File: config.mk
export PLATFORM = sky130hd
export DESIGN_NAME = back_bus_gen
export DESIGN_NICKNAME = d
export VERILOG_FILES = /design/src/rtl/mcpu_pkg.sv /design/src/rtl/back_bus_gen_load_use_detect.sv /design/src/rtl/back_bus_gen.sv
export SDC_FILE = /design/constraint.sdc
export NUM_CORES = 1
export LEC_CHECK = 0
export BUFFER_PORTS_ARGS = -buffer_cell sky130_fd_sc_hd__buf_2
export CAP_MARGIN = 20
export CORE_AREA = 2 2 110 112
export CTS_CLUSTER_SIZE = 30
export DETAILED_ROUTE_END_ITERATION = 8
export DIE_AREA = 0 0 112 114
export PLACE_DENSITY = 0.66
export SYNTH_ARGS = -nofsm -noshare
export SYNTH_HDL_FRONTEND = slang
export SYNTH_SLANG_ARGS = --single-unit
File: constraint.sdc
create_clock -name clk -period 2.2 [get_ports clk]
set_clock_uncertainty 0.05 [all_clocks]
set_input_delay 0.33 -clock clk [delete_from_list [all_inputs] [get_ports clk]]
set_output_delay 0.33 -clock clk [all_outputs]
set_load 0.02 [all_outputs]
File: src/rtl/mcpu_pkg.sv
// Shared pipeline definitions for the writeback-side forwarding logic:
// back-bus layout, MEM-stage FSM states and the pipeline-entry record.
package mcpu_pkg;

   localparam int BACK_W      = 38;
   localparam int BACK_RW_BIT = 37;
   localparam int BACK_WD_LSB = 5;
   localparam int BACK_RD_LSB = 0;

   typedef enum logic {
      RUN  = 1'b0,
      WAIT = 1'b1
   } mem_state_t;

   typedef struct packed {
      logic        valid;
      logic        regWrite;
      logic        isLoad;
      logic [4:0]  rd;
      logic [31:0] data;
   } pipe_entry_t;

   // Back bus: {regWrite, Wd, rd}; invalid entries never advertise a write.
   function automatic logic [BACK_W-1:0] pack_back(input pipe_entry_t e);
      logic [BACK_W-1:0] b;
      b = '0;
      b[BACK_RW_BIT]                   = e.valid & e.regWrite;
      b[BACK_RW_BIT-1:BACK_WD_LSB]     = e.data;
      b[BACK_WD_LSB-1:BACK_RD_LSB]     = e.rd;
      return b;
   endfunction

endpackage

File: src/rtl/back_bus_gen_load_use_detect.sv
// Combinational load-use hazard term: a load in EX whose destination feeds
// either source operand of the instruction currently in ID.
module load_use_detect (
   input  logic       ex_valid,
   input  logic       ex_isLoad,
   input  logic       ex_regWrite,
   input  logic [4:0] ex_rd,
   input  logic [4:0] id_rs,
   input  logic [4:0] id_rt,
   output logic       load_use
);

   logic w_rd_nz;
   logic w_hit;

   assign w_rd_nz  = (ex_rd != 5'd0);
   assign w_hit    = (ex_rd == id_rs) | (ex_rd == id_rt);
   assign load_use = ex_valid & ex_isLoad & ex_regWrite & w_rd_nz & w_hit;

endmodule

File: src/rtl/back_bus_gen.sv
// MEM/WB pipeline registers, MEM_BACK/WB_BACK forwarding buses, register-file
// write port and STALL. Define LOAD_USE_STALL_EN to fold load-use into STALL.
module back_bus_gen
   import mcpu_pkg::*;
#(
   parameter int BACK_W = 38,
   parameter int XLEN   = 32
) (
   input  logic              clk,
   input  logic              rst,
   input  logic              ex_valid,
   input  logic              ex_regWrite,
   input  logic              ex_isLoad,
   input  logic [4:0]        ex_rd,
   input  logic [XLEN-1:0]   ex_alu,
   input  logic              ex_flush,
   input  logic [4:0]        id_rs,
   input  logic [4:0]        id_rt,
   input  logic [XLEN-1:0]   dmem_rdata,
   input  logic              dmem_ready,
   output logic [BACK_W-1:0] MEM_BACK,
   output logic              USE_MEM_BACK,
   output logic [BACK_W-1:0] WB_BACK,
   output logic              USE_WB_BACK,
   output logic              STALL,
   output logic              rf_we,
   output logic [4:0]        rf_waddr,
   output logic [XLEN-1:0]   rf_wdata
);

   pipe_entry_t r_mem;
   pipe_entry_t r_wb;
   mem_state_t  r_state;
   logic        w_mem_wait;
   logic        w_load_use;
   logic        w_unused_wb;

   assign w_mem_wait = r_mem.valid & r_mem.isLoad & ~dmem_ready;

`ifdef LOAD_USE_STALL_EN
   load_use_detect u_load_use_detect (
      .ex_valid    (ex_valid),
      .ex_isLoad   (ex_isLoad),
      .ex_regWrite (ex_regWrite),
      .ex_rd       (ex_rd),
      .id_rs       (id_rs),
      .id_rt       (id_rt),
      .load_use    (w_load_use)
   );
`else
   // Load-use detection lives in an external hazard unit in this build.
   logic w_unused_id;
   assign w_load_use  = 1'b0;
   assign w_unused_id = ^{id_rs, id_rt};
`endif

   always_ff @(posedge clk or posedge rst) begin
      if (rst) begin
         r_state <= RUN;
         r_mem   <= '0;
         r_wb    <= '0;
      end else begin
         case (r_state)
            RUN:  if (w_mem_wait) r_state <= WAIT;
            WAIT: if (dmem_ready) r_state <= RUN;
         endcase
         if (w_mem_wait) begin
            // Load still outstanding: MEM and EX hold, WB takes a bubble.
            r_wb <= '0;
         end else begin
            r_wb.valid    <= r_mem.valid;
            r_wb.regWrite <= r_mem.regWrite;
            r_wb.isLoad   <= 1'b0;
            r_wb.rd       <= r_mem.rd;
            r_wb.data     <= r_mem.isLoad ? dmem_rdata : r_mem.data;
            r_mem.valid    <= ex_valid & ~ex_flush;
            r_mem.regWrite <= ex_regWrite;
            r_mem.isLoad   <= ex_isLoad;
            r_mem.rd       <= ex_rd;
            r_mem.data     <= ex_alu;
         end
      end
   end

   assign w_unused_wb  = r_wb.isLoad;

   assign MEM_BACK     = pack_back(r_mem);
   assign USE_MEM_BACK = r_mem.valid & ~r_mem.isLoad;
   assign WB_BACK      = pack_back(r_wb);
   assign USE_WB_BACK  = r_wb.valid;
   assign STALL        = w_mem_wait | w_load_use;

   assign rf_we        = r_wb.valid & r_wb.regWrite & (r_wb.rd != 5'd0);
   assign rf_waddr     = r_wb.rd;
   assign rf_wdata     = r_wb.data;

endmodule

=== Yosys cells after proc, flatten, opt, wreduce, memory -nomap -nowiden ===
Cells that the tools add are included.

* Add/sub/neg operators: 0
* Multiply operators: 0
* Divide/modulo/power cells: 0
* $lt $le $gt $ge: 0
* Equal/unequal tests: 0
* Shift-type cells: 0
* Muxes and demuxes: 2
* Bitwise gates (word level): 10
* Reductions and logical operators: 1

{| class="wikitable"
|+ Operator list
! cell !! count
|-
| $mux 40 || 1
|-
| $mux 32 || 1
|-
| $and 1x1->1 || 7
|-
| $reduce_bool 5->1 || 1
|-
| $not 1->1 || 3
|}

* Bits in registers: 79
* Latch bits: 0
* Memory bits (writable): 0
* Bits in read-only memories: 0
* Input port bits: 86
* Output and inout bits: 117
* Word-level logic and storage cells: 22
* Memories kept: 0

=== Depth between registers and ports, before layout ===
* Depth in word-level cells: 3
* Mapped depth: 6
* Mapped depth without buffers: 3

=== Worst setup path before layout ===
OpenSTA, ideal clock, no wires.

* Path kind: register -> output
* Start: reg r_wb, in the netlist rf_waddr[0]
* End: out rf_we
* Arrival time: 1.112 ns
* Data required time: 1.820 ns
* Setup slack: 0.708 ns
* Cell stages (with the launch flop): 3
* Buffers on the path: 0
* Cell sequence: dfrtp_1 -> or4_1 -> o21a_1

* Cells in the longest elaborated chain, start to end: 2

{| class="wikitable"
|+ RTL lines
! what !! line !! RTL
|-
| start: declaration || back_bus_gen.sv:32 || <nowiki>pipe_entry_t r_wb;</nowiki>
|-
| $reduce_bool 5->1 || back_bus_gen.sv:93 || <nowiki>assign rf_we = r_wb.valid & r_wb.regWrite & (r_wb.rd != 5'd0);</nowiki>
|-
| $and 1x1->1 || back_bus_gen.sv:93 ||
|-
| end: declaration || back_bus_gen.sv:26 || <nowiki>output logic rf_we,</nowiki>
|}

No other way between the ends.

=== Worst setup path after layout ===
* Start: reg r_mem[39] in the netlist's numbering
* End: out STALL

* Cells in the longest elaborated chain, start to end: 2

{| class="wikitable"
|+ RTL lines
! what !! line !! RTL
|-
| start: declaration || back_bus_gen.sv:31 || <nowiki>pipe_entry_t r_mem;</nowiki>
|-
| $and 1x1->1 (2 in series) || back_bus_gen.sv:38 || <nowiki>assign w_mem_wait = r_mem.valid & r_mem.isLoad & ~dmem_ready;</nowiki>
|-
| end: declaration || back_bus_gen.sv:25 || <nowiki>output logic STALL,</nowiki>
|}

No other way between the ends.

==> qor.csv <==
stage;metric;value;unit
status;status;finished clean;
setup_path;cp_top_family;buffers and inverters;
power;p_per_area;882.2;nW/um^2
synth;synthMostInstantiatedCell;buf_4;
synth;synth_mux_area_share;20.88;%
timing;slew_headroom;60.21;%
route;route.detailed.drc;0;
setup_path;rrSetupSlack;0.54;ns
layout;syn_to_final_growth;15.57;%
cts;hold_buffers;0;
synth;ys_ff_latch;79;
synth;synth-compound-area-share;0.3159;%
route;vias;2355;
synth;avgSynthCellArea;12.30;sq um
placement;place_ws;0.3827;ns
setup_path;worst-path-buf-inv;2;
cts;numCtsBuffers;9;
placement;portBuffers;192;
floorplan;die_w;112;microns
synth;ys_warn_count;0;
route;routedWlPerCell;13.61;microns
timing;fmax;493.3;MHz
grt;grt_start_max_net_pins;80;
synth;synth_edf_count;0;
synth;synth-simple-area-share;5.464;%
synth;yosysTopAreaCell;dfrtp_1;
setup_path;crit_type;reg -> out;
synth;netlist_area;3961;sq um
setup_path;crit_required;1.82;ns
floorplan;design.core.area;11710;sq um
route;antenna_left;0;
floorplan;num_rows;40;
grt;grt_pass1_vias;2367;
timing;hold_violations;0;
cts;cts_tree;yes;
placement;finalWeightedCongestion;0.7368;
synth;synth_fa_ha_area_share;0;%
cts;cts_setup_buffers;0;
layout;drive_gt1_share;61.89;%
layout;nNetsFinal;493;
timing;worst_pin_slew;0.5969;ns
floorplan;dieArea;12770;sq um
setup_path;max_stage_delay;0.44;ns
cts;clk_path_buf_depth;2;
route;wl;7606;microns
setup_path;critPathLaunchType;flip-flop;
grt;antenna_found_initial;0;
cts;clk_pin_slew_worst_paths;0.06;ns
power;ir_worst_vdd;0.3889;mV
route;firstDrtPassIters;4;
synth;synthTopCellsByArea;dfrtp_1 50%, buf_4 21%, mux2i_1 8.1%;
cts;clock-sinks;79;
cts;cts-root-buf;clkbuf_16;
setup_path;arrival;1.65;ns
synth;synth.net_count;408;
timing;rsz0062_at_grt;no;
synth;synth_cell_types;17;
synth;synth_xor_area_share;0;%
timing;setup_viol;0;
floorplan;start_util;33.82;%
synth;synth_seq_area_share;49.91;%
synth;synth_cells;322;
timing;slew_viol_final;0;
synth;async_flop_share;100.0;%
flow_run;drv_cap;0;
synth;synth_top_cell_area_share;49.91;%
route;first_iter_violations;42;
layout;insertedDiodeCount;0;
timing;period_share;92.15;%
cts;h-tree-depth;3;
setup_path;critPathSlowestCell;dfrtp_1;
power;p_leak;0.002489;uW
floorplan;num_io_pins;203;
timing;min_period;2.027;ns
timing;layout_setup_ws;0.1726;ns
min_path;min_path_type;in -> async;
setup_path;cp_max_fo;21;
grt;grt_pass1_wl;12050;microns
synth;synth_commonest_cells;113 x buf_4, 79 x dfrtp_1, 32 x mux2i_1, 32 x nor2_1, 21 x mux2_4;
grt;grt_overflow;0;
route;vias_per_cell;4.213;
synth;synth_top_family_by_area;buffers and inverters;
synth;ys.flop_type;dfrtp_1;
floorplan;die_h;114;microns
cts;clk_latency;0.33;ns
grt;grt.total_usage;12.07;%
setup_path;end_kind;primary output;
placement;dp_hpwl;5702;microns
timing;finalSetupTns;0;ns
setup_path;crit_chain;nand3b_4 -> clkinv_2 -> buf_2;
cell type report:
| cell class | count | area, sq um |
|---|---|---|
| repair buffers | 197 | 1011 |
| fillers | 1160 | 7133 |
| clock inverters | 5 | 80.08 |
| flip-flops and latches | 79 | 1978 |
| well taps | 147 | 183.9 |
| inverters | 3 | 16.27 |
| clock buffers | 11 | 252.7 |
| multi-input cells | 117 | 1056 |
worst reg2reg max path, delay by kind of cell, from the launching register on:
family / cells / cell delay [ns]
flops: 1 / 0.44
buf+inv: 1 / 0.42
mux: 1 / 0.39
simple gates: 1 / 0.25
placed cells by master (no fill, tap or decap):
| cell | instances |
|---|---|
| and2_1 | 9 |
| buf_12 | 1 |
| buf_2 | 192 |
| buf_4 | 4 |
| bufinv_16 | 2 |
| clkbuf_16 | 9 |
| clkbuf_8 | 2 |
| clkinv_2 | 2 |
| clkinvlp_4 | 3 |
| dfrtp_1 | 78 |
| dfrtp_2 | 1 |
| inv_1 | 1 |
| mux2_2 | 17 |
| mux2_4 | 21 |
| mux2i_1 | 32 |
| nand2b_1 | 1 |
| nand3b_4 | 1 |
| nor2_1 | 32 |
| nor2b_1 | 1 |
| o21a_1 | 1 |
| o21ai_0 | 1 |
| or4_1 | 1 |
flip-flops by register name (all words and copies together) (netlist names):
signal and count:
USE_WB_BACK 1, rf_wdata 32, r_mem 3, MEM_BACK 37
r_wb 1, rf_waddr 5
through the flow:
stage	hold WS, ns	std cells	area, sq um	total power, uW	utilization [%]
3_3_place_gp	0.4265	543	4244	2448	36.24
5_1_grt	0.1033	559	4578	4239	39.09
3_5_place_dp	0.4374	543	4244	2464	36.24
2_1_floorplan	0.3764	322	3965	2417	-
4_1_cts	0.07399	559	4577	4115	39.08
6_report	0.02986	559	4578	4039	39.09
power by group:
| group | internal, uW | total (uW) | switching, uW |
|---|---|---|---|
| logic | 303 | 764 | 461 |
| registers | 1580 | 1660 | 77.3 |
| clock network | 1050 | 1620 | 565 |
| total | 2940 | 4040 | 1100 |
kinds of logic after synthesis:
logic type / after synthesis
DFF: 79
muxes: 70
and+or+nand+nor: 45
buffers and inverters: 126
AOI/OAI and AO/OA: 2
routing by layer:
| metal | up-vias | track usage (%) | wire (microns) |
|---|---|---|---|
| met4 | 0 | 6.748 | 200 |
| met1 | 1137 | 15.16 | 3090 |
| met5 | - | 0 | 0 |
| met2 | 96 | 19.84 | 3900 |
| li1 | 1109 | - | - |
| met3 | 13 | 2.125 | 414 |
final timing paths:
kind | start | endpoint | depth (start not counted)
max in group asynchronous | rst | rf_wdata[15] | 3
min | rst | MEM_BACK[23] | 3
min reg2reg | MEM_BACK[2] | rf_waddr[2] | 1
max reg2reg | r_mem[39] | MEM_BACK[24] | 3
max | r_mem[39] | STALL | 3
min in group clk | ex_flush | r_mem[39] | 2
repair_timing:
action	CTS	global route
gates resized for setup	0	1
endpoints found under the hold margin	0	0
setup endpoints to repair	0	1
(Power assumes the default switching activity.)
